`config.mk`:
```
export PLATFORM = sky130hd
export DESIGN_NAME = branch_resolve_bht
export DESIGN_NICKNAME = d
export VERILOG_FILES = /design/src/rtl/branch_resolve_bht.sv
export SDC_FILE = /design/constraint.sdc
export NUM_CORES = 1
export LEC_CHECK = 0
export CAP_MARGIN = 20
export CORE_ASPECT_RATIO = 0.6
export CORE_UTILIZATION = 50
export DETAILED_ROUTE_END_ITERATION = 8
export PLACE_DENSITY = 0.71
export SLEW_MARGIN = 20
export SYNTH_ARGS = -nofsm -noshare
export SYNTH_HDL_FRONTEND = slang
export SYNTH_SLANG_ARGS = --single-unit
```
`constraint.sdc`:
```
create_clock -name clk -period 5.2 [get_ports clk]
set_input_delay 1.04 -clock clk [delete_from_list [all_inputs] [get_ports clk]]
set_output_delay 1.04 -clock clk [all_outputs]
set_load 0.005 [all_outputs]
```
`src/rtl/branch_resolve_bht.sv`:
```
`default_nettype none
// ============================================================================
// branch_resolve_bht : EX-stage branch resolution with direct-mapped BTB/BHT
// Revision: 1.0
// ============================================================================
module branch_resolve_bht #(
   parameter int IDX_BITS = 3,
   parameter int STAT_W   = 16
) (
   input  logic              clk,
   input  logic              rst_n,
   input  logic              run,
   input  logic [31:0]       if_pc,
   output logic              pred_taken,
   output logic [31:0]       pred_target,
   input  logic [31:0]       ex_pc,
   input  logic              ex_B,
   input  logic              ex_J,
   input  logic              ex_JR,
   input  logic              ex_pred,
   input  logic [31:0]       ex_pred_target,
   input  logic              ex_cond,
   input  logic [31:0]       ex_target,
   output logic              clear_u,
   output logic [31:0]       redirect_pc,
   output logic [STAT_W-1:0] br_cnt,
   output logic [STAT_W-1:0] miss_cnt
);

   localparam int ENTRIES = 1 << IDX_BITS;
   localparam int TAG_W   = 32 - IDX_BITS - 2;

   logic                valid  [ENTRIES];
   logic [TAG_W-1:0]    tag    [ENTRIES];
   logic [31:0]         target [ENTRIES];
   logic [1:0]          ctr    [ENTRIES];

   logic [IDX_BITS-1:0] if_idx;
   logic [TAG_W-1:0]    if_tag;
   logic                if_hit;
   logic [IDX_BITS-1:0] ex_idx;
   logic [TAG_W-1:0]    ex_tag;
   logic                ex_hit;
   logic                resolve;
   logic                actual;
   logic                mispredict;
   logic                update;
   logic                unused_pc_bits;

   // Word-aligned PCs: the low two bits never index or tag the table.
   assign unused_pc_bits = ^{if_pc[1:0], ex_pc[1:0]};

   assign if_idx      = if_pc[IDX_BITS+1:2];
   assign if_tag      = if_pc[31:IDX_BITS+2];
   assign if_hit      = valid[if_idx] && (tag[if_idx] == if_tag);
   assign pred_taken  = if_hit && ctr[if_idx][1];
   assign pred_target = if_hit ? target[if_idx] : 32'd0;

   assign ex_idx     = ex_pc[IDX_BITS+1:2];
   assign ex_tag     = ex_pc[31:IDX_BITS+2];
   assign ex_hit     = valid[ex_idx] && (tag[ex_idx] == ex_tag);
   assign resolve    = ex_B | ex_J | ex_JR;
   assign actual     = ex_J | ex_JR | (ex_B & ex_cond);
   // A taken prediction with the wrong target is as bad as a wrong direction.
   assign mispredict = resolve & ((actual != ex_pred) |
                                  (actual & ex_pred & (ex_pred_target != ex_target)));
   assign clear_u     = mispredict & run;
   assign redirect_pc = actual ? ex_target : ex_pc + 32'd4;
   assign update      = resolve & run;

   always_ff @(posedge clk or negedge rst_n) begin
      if (!rst_n) begin
         for (int i = 0; i < ENTRIES; i++) begin
            valid[i]  <= 1'b0;
            tag[i]    <= '0;
            target[i] <= 32'd0;
            ctr[i]    <= 2'd0;
         end
         br_cnt   <= '0;
         miss_cnt <= '0;
      end else if (update) begin
         if (ex_hit) begin
            if (actual) begin
               if (ctr[ex_idx] != 2'd3) ctr[ex_idx] <= ctr[ex_idx] + 2'd1;
               target[ex_idx] <= ex_target;
            end else if (ctr[ex_idx] != 2'd0) begin
               ctr[ex_idx] <= ctr[ex_idx] - 2'd1;
            end
         end else if (actual) begin
            valid[ex_idx]  <= 1'b1;
            tag[ex_idx]    <= ex_tag;
            target[ex_idx] <= ex_target;
            ctr[ex_idx]    <= 2'd2;
         end
         if (br_cnt != '1) br_cnt <= br_cnt + 1'b1;
         if (mispredict && (miss_cnt != '1)) miss_cnt <= miss_cnt + 1'b1;
      end
   end

endmodule
`default_nettype wire

```
==> reports/metrics.csv <==
metric;value;unit
peak supply drop;0.244;mV
fill count;4313;
fin cells;3096;
Vias/cell;6.13;
busiest layer in global routing;met2;
CTS tree;yes;
Placement Cell Area;0.0319;mm2
clock skew;0.0250;ns
Worst Path Required;4.16;ns
routability cong.;0.888;
Startpoint Class;primary input;
TritonRoute pass-1 iters;6;
Post-Route WL;81700;um
slew margin rel.;40.4;%
CP Capture Type;output pin;
fmax;196;MHz
Slew Limit Fails;0;
count of cell types in the netlist;57;
TritonCTS Buffers;51;
clk_lat worst skew;0.60;ns
die area;0.0575;mm2
# placed instances;2997;
Final period util;98.2;%
CTS root buffer;clkbuf_16;
synth-to-layout area growth;19.7;%
measured slew at the worst slew-check pin;0.892;ns
Crit Path Max Fanout;4;
largest net degree at the start of global routing;118;
max-cap violation count;0;
CTS clock-pin slew for the worst setup and hold paths;0.06;ns
post-detailed-route wirelength per cell;26.4;um
Rows;67;
critical path, cell by cell;clkdlybuf4s50_1 -> and4_1 -> and4_1 -> nand3_1 -> or2_2 -> nor2_2 -> nand3_1 -> xor2_1 -> o21ai_0 -> clkdlybuf4s50_1;
Ports;234;
DR iter-0 viols;1658;
nets;2443;
met3 usage;5.06;%
share of post-route cells with drive strength above 1;38.0;%
Synthesized Nets;2211;
Lkg Pwr;0.0144;uW
instance count of the mapped netlist;2069;
crit path kind;primary input to output pin;
CP max-delay cell;clkdlybuf4s50_1;
grt ovf;0;
Post-synth top flop;dfrtp_1;
Critical Path AT;4.06;ns
Final WS setup;0.0953;ns
WHS;0.469;ns
met1 usage;41.1;%
Yosys warnings;0;
register bit total from synthesis;528;
Tot GR Track Use;28.2;%
pwr dens;372;mW/mm2
via count;18983;
Die Height;186;um
min-delay worst type;primary input to asynchronous set/reset pin;
initial antenna violation count;1;
Bufs and invs on worst path;2;
status;finished, final reports clean;
ANT cells;0;
synthesized area per cell;13.6;um2
post-synthesis sequential area ratio;46.8;%
CTS H-tree lvls;2;
met2 usage;43.7;%
post-route ant nets;0;
Post-synth EDFFs;0;
synthesized area;0.0282;mm2
delay-heaviest family, CP;simple AND/OR/NAND/NOR gates;
Period minus WS final;5.10;ns
Placement Setup Slack;-0.117;ns
RSZ-0062 raised after global routing;false;
hpwl dp;54400;um
Final Hold Fails;0;
Core ar.;0.0558;mm2
# clock sinks;528;
residual DRC count;0;
post-route cell area;0.0338;mm2
setup violators final;0;
Worst path max stage delay;0.59;ns
asr flop ratio synth;100;%
starting density of the core;50.6;%
largest buffer count on any clock path;3;
port buffer count;231;
global-route wire length before repair;121000;um
Die X;309;um
vias in the first global route;19199;
PnR Total Power;12600;uW
layout make-up:
| class | instances | area, um2 | area share, % |
|---|---|---|---|
| multi-input combinational | 1336 | 14200 | 42.0 |
| sequential | 528 | 13200 | 39.1 |
| clock inverter | 16 | 174 | 0.515 |
| timing repair buffer | 363 | 3650 | 10.8 |
| tap | 759 | 950 | 2.81 |
| clock buffer | 73 | 1540 | 4.56 |
| inverter | 21 | 78.8 | 0.233 |
power by group:
part	internal (uW)	switching (uW)
logic	1850	1200
clock network	2210	1630
registers	5050	650
total	9100	3470
per-layer routing:
metal  wire length (um)  vias to the layer above
met5                  0                        -
met1              36000                    10047
met4               2100                        0
met2              37800                      729
met3               5770                      126
li1                   -                     8081
synthesized netlist by cell type (8+ instances only):
cell      count  area (um2)
mux2i_1     116        1160
buf_2        23         115
inv_1        20        75.1
and3_1       24         150
clkbuf_1    121         454
nand4_1      23         144
buf_6        13         146
mux2_2      387        4360
nand2_1      95         357
xnor2_1      59         517
o22ai_1      16         100
mux2_4       95        1430
o21ai_0      31         155
xor2_1       84         736
buf_1        19        71.3
nand3_1      19        95.1
nor2_1       76         285
mux4_2      150        3380
a21oi_1      13        65.1
a221oi_1      8        70.1
a22oi_1      13        97.6
nor3_1       21         105
nor2b_1       9        56.3
nor4_1       21         131
dfrtp_1     528       13200
worst reg2reg max path, stage by stage (launching register included):
cell and delay, ns:
dfrtp_1 0.40, mux4_2 0.47, mux2i_1 0.17, xor2_1 0.37, o2111ai_1 0.19, or4_4 0.49
nor4_4 0.29, buf_12 0.20, buf_4 0.32, nor2_1 0.13, a311o_1 0.35
state kept, by name, summed over array words and instances (netlist names):
| name | flops |
|---|---|
| br_cnt | 16 |
| tag | 216 |
| miss_cnt | 16 |
| target | 256 |
| valid | 8 |
| ctr | 16 |
logic make-up (layout without fill, tap and decap cells):
| family | Yosys count | count (layout) | synth area share, % |
|---|---|---|---|
| mux | 748 | 748 | 36.6 |
| flops | 528 | 528 | 46.8 |
| simple gates | 315 | 315 | 5.44 |
| buf+inv | 205 | 473 | 3.32 |
| xor+xnor | 143 | 143 | 4.44 |
| compound gates | 124 | 124 | 3.19 |
| fa+ha+maj | 6 | 6 | 0.266 |
per-stage QoR:
step	setup TNS [ns]	utilization, %
after detailed placement	-2.62	57.1
after global routing	0	60.5
after CTS	0	60.2
after floorplan	0	-
final	0	60.5
after global placement	-0.275	57.1
what timing repair did:
item / 4_1_cts / 5_1_grt
cloned: 0 / 3
endpoints found under the setup margin: 33 / 35
gates resized for setup: 2 / 15
hold buffers: 0 / 0
pin swaps: 1 / 4
buffers inserted: 0 / 7
cells in the final DEF (no fill, tap or decap), drive strengths merged, types with 11 or more instances in the layout:
| master | n |
|---|---|
| a21oi | 21 |
| a22oi | 13 |
| and3 | 24 |
| buf | 136 |
| clkbuf | 76 |
| clkdlybuf4s50 | 219 |
| clkinv | 11 |
| dfrtp | 528 |
| inv | 23 |
| mux2 | 482 |
| mux2i | 116 |
| mux4 | 150 |
| nand2 | 95 |
| nand3 | 19 |
| nand4 | 23 |
| nor2 | 76 |
| nor3 | 21 |
| nor4 | 23 |
| o21ai | 32 |
| o22ai | 16 |
| xnor2 | 59 |
| xor2 | 84 |
path summary, 6_finish.rpt:
check / start / end / slack (ns) / depth (start not counted)
setup / recovery: ex_pc[12] / redirect_pc[31] / 0.1 / 10
hold / removal: rst_n / tag[206] / 0.47 / 1
setup reg to reg: tag[46] / ctr[2] / 1.65 / 10
hold reg to reg: valid[2] / valid[2] / 0.50 / 1
max in group asynchronous: rst_n / miss_cnt[2] / 3.56 / 2
min in group clk: valid[2] / valid[2] / 0.50 / 1
Power figures use the tool's default switching activity.
